$ cat src/rtl/esi_manifest_pkg.sv
// Shared types and constants for the ESI manifest reader: command opcodes,
// controller states and response word geometry.
package esi_manifest_pkg;

  localparam int WORD_BYTES = 8;
  localparam int RSP_W      = 64;

  typedef enum logic {
    OP_INFO = 1'b0,
    OP_READ = 1'b1
  } op_e;

  typedef enum logic [2:0] {
    ST_IDLE  = 3'd0,
    ST_INFO  = 3'd1,
    ST_FETCH = 3'd2,
    ST_PACK  = 3'd3,
    ST_SEND  = 3'd4,
    ST_ERR   = 3'd5
  } state_e;

endpackage

$ cat src/rtl/esi_manifest_reader_if.sv
// Host-side command and response channels of the manifest reader.
interface esi_manifest_reader_if;

  // Both channels use valid/ready: a transfer happens on a clock edge where
  // valid and ready are both high; once valid rises, the sender holds valid
  // and all payload signals stable until that transfer, and valid never
  // depends on ready.
  logic                           cmd_valid;
  logic                           cmd_ready;
  esi_manifest_pkg::op_e          cmd_op;
  logic [31:0]                    cmd_offset;
  logic [15:0]                    cmd_count;

  logic                           rsp_valid;
  logic                           rsp_ready;
  logic [esi_manifest_pkg::RSP_W-1:0] rsp_data;
  logic                           rsp_last;
  logic                           rsp_err;

  modport master (
    output cmd_valid, cmd_op, cmd_offset, cmd_count, rsp_ready,
    input  cmd_ready, rsp_valid, rsp_data, rsp_last, rsp_err
  );

  modport slave (
    input  cmd_valid, cmd_op, cmd_offset, cmd_count, rsp_ready,
    output cmd_ready, rsp_valid, rsp_data, rsp_last, rsp_err
  );

endinterface

$ cat src/rtl/esi_manifest_packer.sv
// Byte-lane assembler: each ROM byte arrives one cycle after its strobe and is
// written into the lane that was addressed; lanes never strobed stay zero.
module esi_manifest_packer
  import esi_manifest_pkg::*;
(
  input  logic             clk,
  input  logic             rst_n,
  input  logic             clear,
  input  logic             strobe,
  input  logic [2:0]       lane,
  input  logic [7:0]       rom_data,
  output logic [RSP_W-1:0] word
);

  logic       cap_en;
  logic [2:0] cap_lane;

  always_ff @(posedge clk) begin
    if (!rst_n) begin
      cap_en   <= 1'b0;
      cap_lane <= 3'd0;
      word     <= '0;
    end else begin
      cap_en   <= strobe;
      cap_lane <= lane;
      // Clearing at word start is what zeroes lanes past the manifest end.
      if (clear)
        word <= '0;
      else if (cap_en)
        word[{cap_lane, 3'b000} +: 8] <= rom_data;
    end
  end

endmodule

$ cat src/rtl/esi_manifest_reader.sv
// Manifest read controller: decodes INFO/READ commands, walks the ROM one byte
// per cycle, and returns packed 64-bit words with last/err flags.
module esi_manifest_reader
  import esi_manifest_pkg::*;
#(
  parameter int unsigned MANIFEST_SIZE = 0,
  parameter int unsigned ESI_VERSION   = 1,
  parameter int          ADDR_W        = 16
) (
  input  logic              clk,
  input  logic              rst_n,
  esi_manifest_reader_if.slave bus,
  output logic              rom_rd_en,
  output logic [ADDR_W-1:0] rom_addr,
  input  logic [7:0]        rom_data,
  output state_e            dbg_state
);

  localparam logic [ADDR_W:0] SIZE_A  = (ADDR_W+1)'(MANIFEST_SIZE);
  localparam logic [32:0]     SIZE_33 = 33'(MANIFEST_SIZE);

  state_e            state, state_nxt;
  logic [ADDR_W:0]   baddr;
  logic [15:0]       words_rem;
  logic [32:0]       b0;
  logic              accept, bad_read, send_last, rsp_fire, pack_clear;
  logic [RSP_W-1:0]  packed_word;

  assign accept     = bus.cmd_valid && bus.cmd_ready;
  assign b0         = {bus.cmd_offset, 3'b000};
  assign bad_read   = (bus.cmd_count == 16'd0) || (b0 >= SIZE_33);
  assign send_last  = (words_rem == 16'd1) || (baddr >= SIZE_A);
  assign rsp_fire   = bus.rsp_valid && bus.rsp_ready;
  assign pack_clear = accept || ((state == ST_SEND) && rsp_fire);

  always_ff @(posedge clk) begin
    if (!rst_n) state <= ST_IDLE;
    else        state <= state_nxt;
  end

  // Word starts are 8-aligned, so the low address bits double as lane index.
  always_ff @(posedge clk) begin
    if (!rst_n) begin
      baddr     <= '0;
      words_rem <= '0;
    end else if (accept && (bus.cmd_op == OP_READ) && !bad_read) begin
      baddr     <= b0[ADDR_W:0];
      words_rem <= bus.cmd_count;
    end else begin
      if (state == ST_FETCH)
        baddr <= baddr + (ADDR_W+1)'(1);
      if ((state == ST_SEND) && rsp_fire)
        words_rem <= words_rem - 16'd1;
    end
  end

  always_comb begin
    state_nxt = state;
    unique case (state)
      ST_IDLE:
        if (accept) begin
          if (bus.cmd_op == OP_INFO) state_nxt = ST_INFO;
          else if (bad_read)         state_nxt = ST_ERR;
          else                       state_nxt = ST_FETCH;
        end
      ST_INFO, ST_ERR:
        if (bus.rsp_ready) state_nxt = ST_IDLE;
      ST_FETCH:
        if (baddr[2:0] == 3'd7) state_nxt = ST_PACK;
      ST_PACK:
        state_nxt = ST_SEND;
      ST_SEND:
        if (bus.rsp_ready) state_nxt = send_last ? ST_IDLE : ST_FETCH;
      default:
        state_nxt = ST_IDLE;
    endcase
  end

  always_comb begin
    rom_rd_en     = (state == ST_FETCH) && (baddr < SIZE_A);
    rom_addr      = rom_rd_en ? baddr[ADDR_W-1:0] : '0;
    bus.cmd_ready = (state == ST_IDLE) && rst_n;
    bus.rsp_valid = (state == ST_INFO) || (state == ST_SEND) || (state == ST_ERR);
    bus.rsp_err   = (state == ST_ERR);
    bus.rsp_last  = 1'b0;
    bus.rsp_data  = '0;
    dbg_state     = state;
    unique case (state)
      ST_INFO: begin
        bus.rsp_data = {ESI_VERSION, MANIFEST_SIZE};
        bus.rsp_last = 1'b1;
      end
      ST_ERR:  bus.rsp_last = 1'b1;
      ST_SEND: begin
        bus.rsp_data = packed_word;
        bus.rsp_last = send_last;
      end
      default: ;
    endcase
  end

  esi_manifest_packer u_packer (
    .clk      (clk),
    .rst_n    (rst_n),
    .clear    (pack_clear),
    .strobe   (rom_rd_en),
    .lane     (baddr[2:0]),
    .rom_data (rom_data),
    .word     (packed_word)
  );

endmodule

$ cat src/flat_wrapper.sv
// flat-port wrapper written by rule: the top's interface ports become plain ports
module esi_manifest_reader_flat import esi_manifest_pkg::*;
#(
  parameter int unsigned MANIFEST_SIZE = 0,
  parameter int unsigned ESI_VERSION   = 1,
  parameter int          ADDR_W        = 16
)
  (clk, rst_n, rom_rd_en, rom_addr, rom_data, dbg_state, bus_cmd_valid, bus_cmd_op, bus_cmd_offset, bus_cmd_count, bus_rsp_ready, bus_cmd_ready, bus_rsp_valid, bus_rsp_data, bus_rsp_last, bus_rsp_err);
  esi_manifest_reader_if bus_i ();
  input  logic clk;
  input  logic rst_n;
  output logic rom_rd_en;
  output logic [ADDR_W-1:0] rom_addr;
  input  logic [7:0] rom_data;
  output state_e dbg_state;
  input wire logic [$bits(bus_i.cmd_valid)-1:0] bus_cmd_valid;
  input wire logic [$bits(bus_i.cmd_op)-1:0] bus_cmd_op;
  input wire logic [$bits(bus_i.cmd_offset)-1:0] bus_cmd_offset;
  input wire logic [$bits(bus_i.cmd_count)-1:0] bus_cmd_count;
  input wire logic [$bits(bus_i.rsp_ready)-1:0] bus_rsp_ready;
  output wire logic [$bits(bus_i.cmd_ready)-1:0] bus_cmd_ready;
  output wire logic [$bits(bus_i.rsp_valid)-1:0] bus_rsp_valid;
  output wire logic [$bits(bus_i.rsp_data)-1:0] bus_rsp_data;
  output wire logic [$bits(bus_i.rsp_last)-1:0] bus_rsp_last;
  output wire logic [$bits(bus_i.rsp_err)-1:0] bus_rsp_err;
  assign bus_i.cmd_valid = bus_cmd_valid;
  assign bus_i.cmd_op = bus_cmd_op;
  assign bus_i.cmd_offset = bus_cmd_offset;
  assign bus_i.cmd_count = bus_cmd_count;
  assign bus_i.rsp_ready = bus_rsp_ready;
  assign bus_cmd_ready = bus_i.cmd_ready;
  assign bus_rsp_valid = bus_i.rsp_valid;
  assign bus_rsp_data = bus_i.rsp_data;
  assign bus_rsp_last = bus_i.rsp_last;
  assign bus_rsp_err = bus_i.rsp_err;
  esi_manifest_reader #(.MANIFEST_SIZE(MANIFEST_SIZE), .ESI_VERSION(ESI_VERSION), .ADDR_W(ADDR_W)) u_core (.clk(clk), .rst_n(rst_n), .bus(bus_i), .rom_rd_en(rom_rd_en), .rom_addr(rom_addr), .rom_data(rom_data), .dbg_state(dbg_state));
endmodule
$ cat config.mk
export PLATFORM = sky130hd
export DESIGN_NAME = esi_manifest_reader_flat
export DESIGN_NICKNAME = d
export VERILOG_FILES = /design/src/rtl/esi_manifest_pkg.sv /design/src/rtl/esi_manifest_reader_if.sv /design/src/rtl/esi_manifest_packer.sv /design/src/rtl/esi_manifest_reader.sv /design/src/flat_wrapper.sv
export SDC_FILE = /design/constraint.sdc
export NUM_CORES = 1
export LEC_CHECK = 0
export BUFFER_PORTS_ARGS = -buffer_cell sky130_fd_sc_hd__buf_2
export CORE_MARGIN = 5
export CORE_UTILIZATION = 26
export DETAILED_ROUTE_END_ITERATION = 12
export GPL_ROUTABILITY_DRIVEN = 0
export PLACE_DENSITY = 0.77
export SETUP_SLACK_MARGIN = 0.3
export SYNTH_ARGS = -nofsm -noshare
export SYNTH_HDL_FRONTEND = slang
export SYNTH_SLANG_ARGS = --single-unit
$ cat constraint.sdc
create_clock -name clk -period 1.33 [get_ports clk]
set_input_delay 0.133 -clock clk [delete_from_list [all_inputs] [get_ports clk]]
set_output_delay 0.133 -clock clk [all_outputs]
set_load 0.005 [all_outputs]
==> metrics.md, run 1 <==
| Metric | Value |
|---|---|
| Status | `finished, final reports clean` |
| Routed length per placed instance | `7.85 um` |
| Die height | `70.4 um` |
| Register area share after synthesis | `0.127` |
| Yosys reg bits | `6` |
| Inst Count DP | `175` |
| H-tree levels | `1` |
| Largest net degree at the start of global routing | `10` |
| CTS root buffer | `clkbuf_8` |
| Post-synth top cells | `buf_4 (80), dfxtp_1 (6), nor2_1 (4), nor2b_1 (3)` |
| Total Routing Usage GR | `0.0496` |
| Final Non-Filler Cells | `184` |
| Synth unique cells | `24` |
| Top cell type's share of synthesized area | `0.633` |
| CP Data Arrival Time | `1.34 ns` |
| Die width | `70.4 um` |
| Yosys top cell by area | `buf_4` |
| Number of buffers created by CTS | `3` |
| Crit Path Class | `reg -> reg` |
| Setup crit end kind | `register` |
| Internal power | `0.000449 W` |
| Final HPWL DP | `1.18 mm` |
| First-pass GRT wire length | `1.90 mm` |
| Final clock skew | `0.000251 ns` |
| Skew-Pair Late Insertion Delay | `0.22 ns` |
| Detailed-router iteration count before antenna repair | `2` |
| Syn. warnings | `0` |
| Post-Syn Instances | `116` |
| CTS clock-pin slew for the worst setup and hold paths | `0.04 ns` |
| Total power | `0.000654 W` |
| Global route total overflow | `0` |
| Hold_buf cts | `0` |
| F_max | `0.815 GHz` |
| CORE AREA | `0.00361 sq mm` |
| Clk pwr share | `0.421` |
| Final hold vios | `0` |
| Starting DRT DRC Count | `11` |
| Vias in the first global route | `443` |
| Switching share of power | `0.313` |
| Worst Path Max Fanout | `2` |
| Layout area overhead | `-1.58%` |
| Top post-synthesis cells by area | `buf_4 (63%), dfxtp_1 (13%), ha_1 (2.6%), mux2i_1 (2.1%), nor2b_1 (2.0%)` |
| Initial Util | `0.263` |
| Asr flop ratio synth | `0` |
| Leak | `0.535 nW` |
| Hold crit path type | `in -> reg` |
| Sw power | `0.000205 W` |
| Logic pwr share | `0.265` |
| Reg power frac | `0.314` |
| Max_cap viols | `0` |
| ANT cells | `0` |
| Fin nets | `201` |
| Final setup fails | `0` |
| Post-DRT Antenna Nets | `0` |
| Top_reg_cell synth | `dfxtp_1` |
| Sum of negative setup slack | `0 ns` |
| DRC | `0` |
| Period utilization | `0.923` |
| Antenna violations before repair | `0` |
| # clock sinks | `6` |
| Power per cell area | `701 mW/mm^2` |
| Shortest period the worst path allows | `1.23 ns` |
| Peak supply drop | `0.191 mV` |
| Critical Path RT | `1.44 ns` |
| Die ar. | `0.00496 sq mm` |
| Core Rows | `22` |
| Max Root-Sink Buffers | `2` |
| CTS tree | `built` |
| Vias per cell | `2.95` |
| CP Launch Type | `register` |
| Vias | `543` |
| Count leader, synth | `buf_4` |
| Layout cells sized above 1 | `0.287` |
| Aggregate routed wire length | `1.45 mm` |
| IO Pins | `149` |
| Hold_ws | `0.216 ns` |
| Avg Cell Area, Syn | `8.18 sq um` |
| Fin. max-slew vios | `0` |
| Post-synth EDFFs | `0` |
| RSZ-0062 raised after global routing | `yes` |
| Synthesized cell area | `948 sq um` |
| Port bufs | `12` |
repair_timing:
action / CTS / global route
gates resized for setup: 10 / 6
pin swaps: 2 / 1
setup buffers: 2 / 4
endpoints found under the setup margin: 12 / 10
cell type report:
| type | instances | area [sq um] |
|---|---|---|
| Clock buffer | 3 | 41.3 |
| Fill cell | 406 | 2670 |
| Sequential cell | 6 | 131 |
| Tap cell | 48 | 60.1 |
| Timing Repair Buffer | 19 | 116 |
| Multi-Input combinational cell | 108 | 584 |
path summary, 6_finish.rpt:
check                       start             endpoint  slack (ns)  cells past startpoint
setup / recovery  u_core.baddr[1]  u_core.dbg_state[0]        0.10                      5
hold / removal              rst_n      u_core.baddr[0]        0.22                      2
hold reg to reg   u_core.baddr[1]      u_core.baddr[1]        0.54                      2
setup reg to reg  u_core.baddr[1]  u_core.dbg_state[0]        0.10                      5
registers in the layout, indices dropped and copies added, names as in the netlist:
| name | flops |
|---|---|
| u_core.dbg_state | 3 |
| u_core.baddr | 3 |
power groups by stage:
stage	registers [W]	logic (W)	clock network, W
after CTS	0.000205	0.000138	0.000287
after global routing	0.000208	0.000201	0.000295
after global placement	0.000205	0.000124	0
after detailed placement	0.000205	0.000126	0
final	0.000206	0.000173	0.000276
after floorplan	0.000204	0.000261	0
stage by stage:
stage,setup WS [ns],area (sq um),util
finish,0.103,933,0.259
global route,0.0500,933,0.259
CTS,0.107,878,0.244
detailed placement,0.0739,782,0.217
global placement,0.102,782,0.217
floorplan,0.132,1260,-
cells by family after synthesis:
logic type	share of synthesized area
AND/OR/NAND/NOR	0.132
AO/OA/AOI/OAI	0.0303
flip-flops	0.127
other	0.00395
buffers and inverters	0.639
multiplexers	0.0330
adder cells (fa/ha/maj)	0.0264
XOR/XNOR	0.00924
critical path, cell delays in order, from the launching register on:
cell and delay (ns):
dfxtp_2 0.32, ha_4 0.16, ha_4 0.14, mux2_4 0.28, a22oi_2 0.16, nor2b_1 0.06
metal layers:
metal / track usage / share of wire / vias to the layer above / wire (um)
met5: 0 / 0 / - / 0
met4: 0.0638 / 0.034 / 0 / 49
met3: 0.00576 / 0.21 / 4 / 297
met2: 0.0790 / 0.50 / 56 / 717
met1: 0.0496 / 0.26 / 237 / 380
li1: - / - / 246 / -
layout by cell type, fill, tap and decap left out, types with 2 or more instances in the layout:
| cell type | Yosys | final |
|---|---|---|
| mux2i_1 | 2 | 2 |
| nor2b_1 | 3 | 3 |
| ha_4 | 0 | 2 |
| buf_4 | 80 | 6 |
| buf_2 | 1 | 12 |
| nor2_4 | 0 | 2 |
| nor3b_2 | 1 | 2 |
| dfxtp_2 | 0 | 3 |
| clkbuf_8 | 0 | 3 |
| dfxtp_4 | 0 | 2 |
| nor2_1 | 4 | 2 |
| conb_1 | 1 | 80 |
Power figures use the tool's default switching activity.
==> run 2: changes to the inputs <==
--- a/config.mk
+++ b/config.mk
@@ -7,10 +7,11 @@
 export LEC_CHECK = 0
 export BUFFER_PORTS_ARGS = -buffer_cell sky130_fd_sc_hd__buf_2
 export CORE_MARGIN = 5
-export CORE_UTILIZATION = 26
+export CORE_UTILIZATION = 27
+export CTS_BUF_LIST = sky130_fd_sc_hd__clkbuf_8
 export DETAILED_ROUTE_END_ITERATION = 12
 export GPL_ROUTABILITY_DRIVEN = 0
-export PLACE_DENSITY = 0.77
+export PLACE_DENSITY = 0.8
 export SETUP_SLACK_MARGIN = 0.3
 export SYNTH_ARGS = -nofsm -noshare
 export SYNTH_HDL_FRONTEND = slang
==> metrics.md, run 2 (synthesis gave the netlist of run 1 again) <==
| Metric | Value |
|---|---|
| Fin nets | `201 (unchanged)` |
| First-pass GRT wire length | `2.29 mm (+20%)` |
| CORE AREA | `0.00336 sq mm (-6.7%)` |
| Period utilization | `0.918 (-0.00483)` |
| Die height | `69.3 um (-1.6%)` |
| Hold crit path type | `in -> reg` |
| Vias in the first global route | `483 (+9.0%)` |
| Sw power | `0.000206 W (+0.35%)` |
| Max_cap viols | `0 (unchanged)` |
| Internal power | `0.000451 W (+0.40%)` |
| Port bufs | `12 (unchanged)` |
| Post-DRT Antenna Nets | `0 (unchanged)` |
| Core Rows | `21 (-4.5%)` |
| Final core occ | `0.276 (+0.0168)` |
| Logic pwr share | `0.267 (+0.002)` |
| Largest net degree at the start of global routing | `12 (+2)` |
| # clock sinks | `6 (unchanged)` |
| Clk pwr share | `0.421 (about the same)` |
| Starting DRT DRC Count | `8 (-3)` |
| CP Data Arrival Time | `1.33 ns (about the same)` |
| DRC | `0 (unchanged)` |
| CTS root buffer | `clkbuf_8` |
| Aggregate routed wire length | `1.51 mm (+4.2%)` |
| RSZ-0062 raised after global routing | `yes` |
| Initial Util | `0.282 (+0.0190)` |
| Final HPWL DP | `1.24 mm (+5.2%)` |
| CTS clock-pin slew for the worst setup and hold paths | `0.04 ns (about the same)` |
| Hold_buf cts | `0 (unchanged)` |
| IO Pins | `149 (unchanged)` |
| Layout cells sized above 1 | `0.279 (-0.00735)` |
| Peak supply drop | `0.177 mV (-7.5%)` |
| Total Routing Usage GR | `0.0591 (+0.00950)` |
| F_max | `0.819 GHz (+0.53%)` |
| Switching share of power | `0.313 (about the same)` |
| Reg power frac | `0.312 (-0.002)` |
| Commonest non-fill, non-tap cells in the layout | `conb_1 (80), buf_2 (12), buf_4 (5)` |
| Global route total overflow | `0 (unchanged)` |
| Critical Path RT | `1.44 ns (about the same)` |
| Shortest period the worst path allows | `1.22 ns (-0.00643 ns)` |
| Antenna violations before repair | `0 (unchanged)` |
| Sum of negative setup slack | `0 ns (unchanged)` |
| Detailed-router iteration count before antenna repair | `2 (unchanged)` |
| CP Launch Type | `register` |
| Most common cell after layout, fill and taps aside | `conb_1` |
| Worst Path Max Fanout | `2 (unchanged)` |
| Layout area overhead | `-2.24%` |
| Final clock skew | `0.00116 ns (+0.000906 ns)` |
| Status | `finished, final reports clean` |
| Routed length per placed instance | `8.27 um (+5.3%)` |
| Setup crit end kind | `register` |
| Number of buffers created by CTS | `3 (unchanged)` |
| ANT cells | `0 (unchanged)` |
| Final hold vios | `0 (unchanged)` |
| Skew-Pair Late Insertion Delay | `0.22 ns (about the same)` |
| Fin. max-slew vios | `0 (unchanged)` |
| Total power | `0.000657 W (+0.38%)` |
| CTS tree | `built` |
| R2r setup slk | `0.11 ns (about the same)` |
| Leak | `0.535 nW (about the same)` |
| Max Root-Sink Buffers | `2 (unchanged)` |
| H-tree levels | `1 (unchanged)` |
| Vias | `538 (-0.92%)` |
| Vias per cell | `2.96 (+0.17%)` |
| Power per cell area | `708 mW/mm^2 (+1.1%)` |
| Fill count | `389 (-4.2%)` |
| Crit Path Class | `reg -> reg` |
| Final setup fails | `0 (unchanged)` |
| Die ar. | `0.00480 sq mm (-3.2%)` |
| Die width | `69.3 um (-1.6%)` |
run 2: cell types whose count changed in the layout (fill, tap and decap cells not counted):
cell | previous run | this run
buf_4 | 6 | 5
buf_6 | 1 | 2
nor2_1 | 2 | 3
nor2_4 | 2 | 1
run 2: timing repair:
action                     in CTS  in global routing
setup endpoints to repair      13                 10
gates resized for setup        11                  4
setup buffers                   3                  3
pin swaps                       3                  2
run 2: power groups by stage:
| stage | Sequential, W | Combinational, W | Clock (W) |
|---|---|---|---|
| global placement | 0.000205 | 0.000124 | 0 |
| global route | 0.000206 | 0.000203 | 0.000294 |
| floorplan | 0.000204 | 0.000261 | 0 |
| finish | 0.000205 | 0.000175 | 0.000277 |
| detailed placement | 0.000205 | 0.000126 | 0 |
| CTS | 0.000204 | 0.000147 | 0.000285 |
run 2: worst paths after layout:
kind | start | endpoint | depth (start not counted)
setup / recovery | u_core.baddr[1] | u_core.dbg_state[0] | 5
hold / removal | rst_n | u_core.baddr[0] | 2
setup reg to reg | u_core.baddr[1] | u_core.dbg_state[0] | 5
hold reg to reg | u_core.baddr[1] | u_core.baddr[1] | 2
run 2: layout make-up:
class / count / area [sq um] / area share
sequential: 6 / 131 / 0.142
clock buffer: 3 / 41.3 / 0.0445
tap: 46 / 57.6 / 0.0621
timing repair buffer: 19 / 120 / 0.130
multi-input combinational: 108 / 577 / 0.622
run 2: critical path, cell delays in order, from the launching register on:
cell and delay (ns):
dfxtp_2 0.33, ha_4 0.16, ha_4 0.14, mux2_4 0.28, a22oi_2 0.15, nor2b_1 0.06
run 2: layer usage:
| metal | routed length (um) | vias to the layer above | global-route usage |
|---|---|---|---|
| li1 | - | 250 | - |
| met1 | 412 | 226 | 0.0575 |
| met2 | 765 | 57 | 0.101 |
| met3 | 268 | 5 | 0.0130 |
| met4 | 58 | 0 | 0.0586 |
| met5 | 0 | - | 0 |
run 2: per-stage QoR:
step / hold slack, ns / instances / area [sq um] / setup WS [ns]
2_1_floorplan: 0.255 / 195 / 1260 / 0.132
3_3_place_gp: 0.438 / 173 / 779 / 0.0928
3_5_place_dp: 0.444 / 173 / 779 / 0.0557
4_1_cts: 0.211 / 179 / 887 / 0.105
5_1_grt: 0.228 / 182 / 927 / 0.0552
6_report: 0.209 / 182 / 927 / 0.109
==> run 3: changes to the inputs <==
--- a/config.mk
+++ b/config.mk
@@ -7,12 +7,12 @@
 export LEC_CHECK = 0
 export BUFFER_PORTS_ARGS = -buffer_cell sky130_fd_sc_hd__buf_2
 export CORE_MARGIN = 5
-export CORE_UTILIZATION = 27
+export CORE_UTILIZATION = 29
 export CTS_BUF_LIST = sky130_fd_sc_hd__clkbuf_8
 export DETAILED_ROUTE_END_ITERATION = 12
 export GPL_ROUTABILITY_DRIVEN = 0
-export PLACE_DENSITY = 0.8
 export SETUP_SLACK_MARGIN = 0.3
 export SYNTH_ARGS = -nofsm -noshare
 export SYNTH_HDL_FRONTEND = slang
+export SYNTH_HIERARCHICAL = 1
 export SYNTH_SLANG_ARGS = --single-unit
==> metrics.md, run 3 <==
| Metric | Value |
|---|---|
| Die ar. | `0.0149 sq mm (+210%)` |
| Hold_ws | `0.0763 ns (-0.133 ns)` |
| Initial Util | `0.292 (+0.00979)` |
| Critical Path RT | `1.20 ns (-0.24 ns)` |
| Global route total overflow | `0 (unchanged)` |
| Register area share after synthesis | `0.407 (+0.281)` |
| Final Non-Filler Cells | `699 (+280%)` |
| CTS clock-pin slew for the worst setup and hold paths | `0.08 ns (+0.04 ns)` |
| CTS root buffer | `clkbuf_8` |
| Routed length per placed instance | `15.7 um (+89%)` |
| Vias per cell | `4.43 (+50%)` |
| Post-Syn Instances | `392 (+240%)` |
| ANT cells | `0 (unchanged)` |
| Worst Path Max Fanout | `8 (+6)` |
| Vias | `3,095 (+480%)` |
| Core Rows | `41 (+95%)` |
| Final core occ | `0.473 (+0.197)` |
| Total power | `0.00557 W (+750%)` |
| Antenna violations before repair | `1 (+1)` |
| Vias in the first global route | `3,030 (+530%)` |
| Final clock skew | `0.0116 ns (+0.0105 ns)` |
| Clk pwr share | `0.340 (-0.081)` |
| Largest net degree at the start of global routing | `31 (+19)` |
| Status | `complete, but fails checks` |
| Worst Tran Pin Value | `0.501 ns` |
| Asr flop ratio synth | `0 (unchanged)` |
| Leak | `2.71 nW (+410%)` |
| CP Data Arrival Time | `1.64 ns (+0.31 ns)` |
| Total Routing Usage GR | `0.137 (+0.0779)` |
| Max_slew headroom | `0.666` |
| Internal power | `0.00403 W (+790%)` |
| Setup ws final | `-0.440 ns (-0.549 ns)` |
| Max_cap viols | `0 (unchanged)` |
| Detailed-router iteration count before antenna repair | `4 (+2)` |
| Synthesized cell area | `0.00364 sq mm (+280%)` |
| Syn. warnings | `6 (+6)` |
| Starting DRT DRC Count | `173 (+165)` |
| Final HPWL DP | `6.85 mm (+450%)` |
| Aggregate routed wire length | `11.0 mm (+630%)` |
| Crit Path Class | `reg -> out` |
| Count leader, synth | `dfxtp_1` |
| H-tree levels | `3 (+2)` |
| Sw power | `0.00154 W (+650%)` |
| Top_reg_cell synth | `dfxtp_1` |
| Synth unique cells | `40 (+67%)` |
| Setup Slack @ Placement | `-0.400 ns (-0.456 ns)` |
| Fin nets | `588 (+190%)` |
| RSZ-0062 raised after global routing | `yes` |
| Final setup fails | `136 (+136)` |
| Commonest non-fill, non-tap cells in the layout | `buf_6 (73), dfxtp_1 (67), nand2_1 (65)` |
| R2r setup slk | `-0.33 ns (-0.44 ns)` |
| Most common cell after layout, fill and taps aside | `buf_6` |
| Port bufs | `83 (+71)` |
| Fin. max-slew vios | `0 (unchanged)` |
| Max FFs per register | `64` |
| Failing checks | `setup timing` |
| Logic pwr share | `0.253 (-0.014)` |
| Hold crit path type | `in -> reg` |
| DRC | `0 (unchanged)` |
| Final hold vios | `0 (unchanged)` |
| Inst Count DP | `658 (+280%)` |
| Most flops, register | `u_core/u_packer/word` |
| Top post-synthesis cells by area | `dfxtp_1 (41%), mux2i_1 (16%), and2_1 (12%), nand2_1 (7.3%), buf_4 (4.3%)` |
| Post-DRT Antenna Nets | `0 (unchanged)` |
| Yosys top cell by area | `dfxtp_1` |
| Skew-Pair Late Insertion Delay | `0.35 ns (+0.13 ns)` |
| Post-synth top cells | `dfxtp_1 (74), nand2_1 (71), and2_1 (68), mux2i_1 (59), buf_4 (21)` |
| Yosys reg bits | `74 (+68)` |
| Avg Cell Area, Syn | `9.28 sq um (+13%)` |
| F_max | `0.565 GHz (-31%)` |
| Setup crit end kind | `output port` |
| Period utilization | `1.33 (+0.413)` |
| Layout cells sized above 1 | `0.541 (+0.261)` |
| Power per cell area | `946 mW/mm^2 (+33%)` |
| Switching share of power | `0.277 (-0.0362)` |
| Reg power frac | `0.407 (+0.095)` |
| IO Pins | `149 (unchanged)` |
| CTS tree | `built` |
| CORE AREA | `0.0125 sq mm (+270%)` |
| CP Launch Type | `register` |
| Die height | `122 um (+76%)` |
| Hold_buf cts | `0 (unchanged)` |
| Post-synth EDFFs | `0 (unchanged)` |
| Max Root-Sink Buffers | `2 (unchanged)` |
| First-pass GRT wire length | `15.8 mm (+590%)` |
| # clock sinks | `74 (+68)` |
| Number of buffers created by CTS | `9 (+6)` |
| Layout area overhead | `62.0%` |
| Top cell type's share of synthesized area | `0.407 (-0.226)` |
| Die width | `122 um (+76%)` |
| Peak supply drop | `0.639 mV (+260%)` |
| Shortest period the worst path allows | `1.77 ns (+0.549 ns)` |
==> run 3: cell types whose count changed after synthesis, moves of 5 or more <==
cell,before,now
nand3_1,1,10
inv_1,0,5
nand2_1,1,71
mux2i_1,2,59
clkbuf_1,0,13
and2_1,1,68
a21oi_1,1,8
buf_4,80,21
dfxtp_1,6,74
o21ai_0,0,8
==> run 3: final cells by class <==
| type | count | area [sq um] |
|---|---|---|
| Timing Repair Buffer | 142 | 1540 |
| Tap cell | 172 | 215 |
| Clock inverter | 7 | 93.8 |
| Sequential cell | 74 | 1490 |
| Clock buffer | 9 | 124 |
| Multi-Input combinational cell | 290 | 2400 |
| Inverter | 5 | 26.3 |
| Fill cell | 1157 | 6580 |
==> run 3: critical path, cell delays in order, from the launching register on <==
cell and delay (ns):
dfxtp_2 0.33, buf_6 0.12, nor3b_4 0.22, buf_6 0.20, clkbuf_16 0.17, and2_4 0.15, buf_6 0.09
==> run 3: path summary, 6_finish.rpt <==
path / start / to / cells past startpoint
hold / removal: rom_data[3] / u_core/u_packer/word[59] / 3
setup / recovery: u_core/dbg_state[1] / bus_rsp_data[26] / 6
hold reg to reg: u_core/u_packer/word[35] / u_core/u_packer/word[35] / 2
setup reg to reg: u_core/u_packer/cap_lane[0] / u_core/u_packer/word[14] / 7
==> run 3: cells by family after synthesis <==
family,count (synthesis),share of synthesized area
simple gates,182,0.288
flops,74,0.407
mux,60,0.165
buf+inv,46,0.0750
compound gates,23,0.0437
fa+ha+maj,5,0.0172
other cells,1,0.00103
xor+xnor,1,0.00241
==> run 3: through the flow <==
stage | cell area (sq um) | TNS (ns)
final | 5890 | -44.78
after global placement | 4480 | -21.30
after floorplan | 3840 | -18.25
after global routing | 5890 | -53.32
after detailed placement | 4480 | -23.47
after CTS | 5230 | -43.67
==> run 3: metal layers <==
metal / vias to the layer above / track usage / share of wire
li1: 1523 / - / -
met1: 1468 / 0.162 / 0.41
met2: 78 / 0.237 / 0.51
met3: 24 / 0.0367 / 0.050
met4: 2 / 0.0525 / 0.024
met5: - / 0 / 0.0012
==> run 3: repair_timing <==
action	in CTS	in global routing
buffers inserted	12	4
resized for setup	84	117
endpoints found under the setup margin	141	141
gates cloned	5	4
pin swaps	47	50
==> run 3: power by group through the flow <==
stage | Combinational [W] | Clock [W] | Sequential (W)
2_1_floorplan | 0.000512 | 0 | 0.00232
3_3_place_gp | 0.000719 | 0 | 0.00232
3_5_place_dp | 0.000737 | 0 | 0.00232
4_1_cts | 0.00111 | 0.00194 | 0.00227
5_1_grt | 0.00150 | 0.00204 | 0.00227
6_report | 0.00141 | 0.00190 | 0.00227
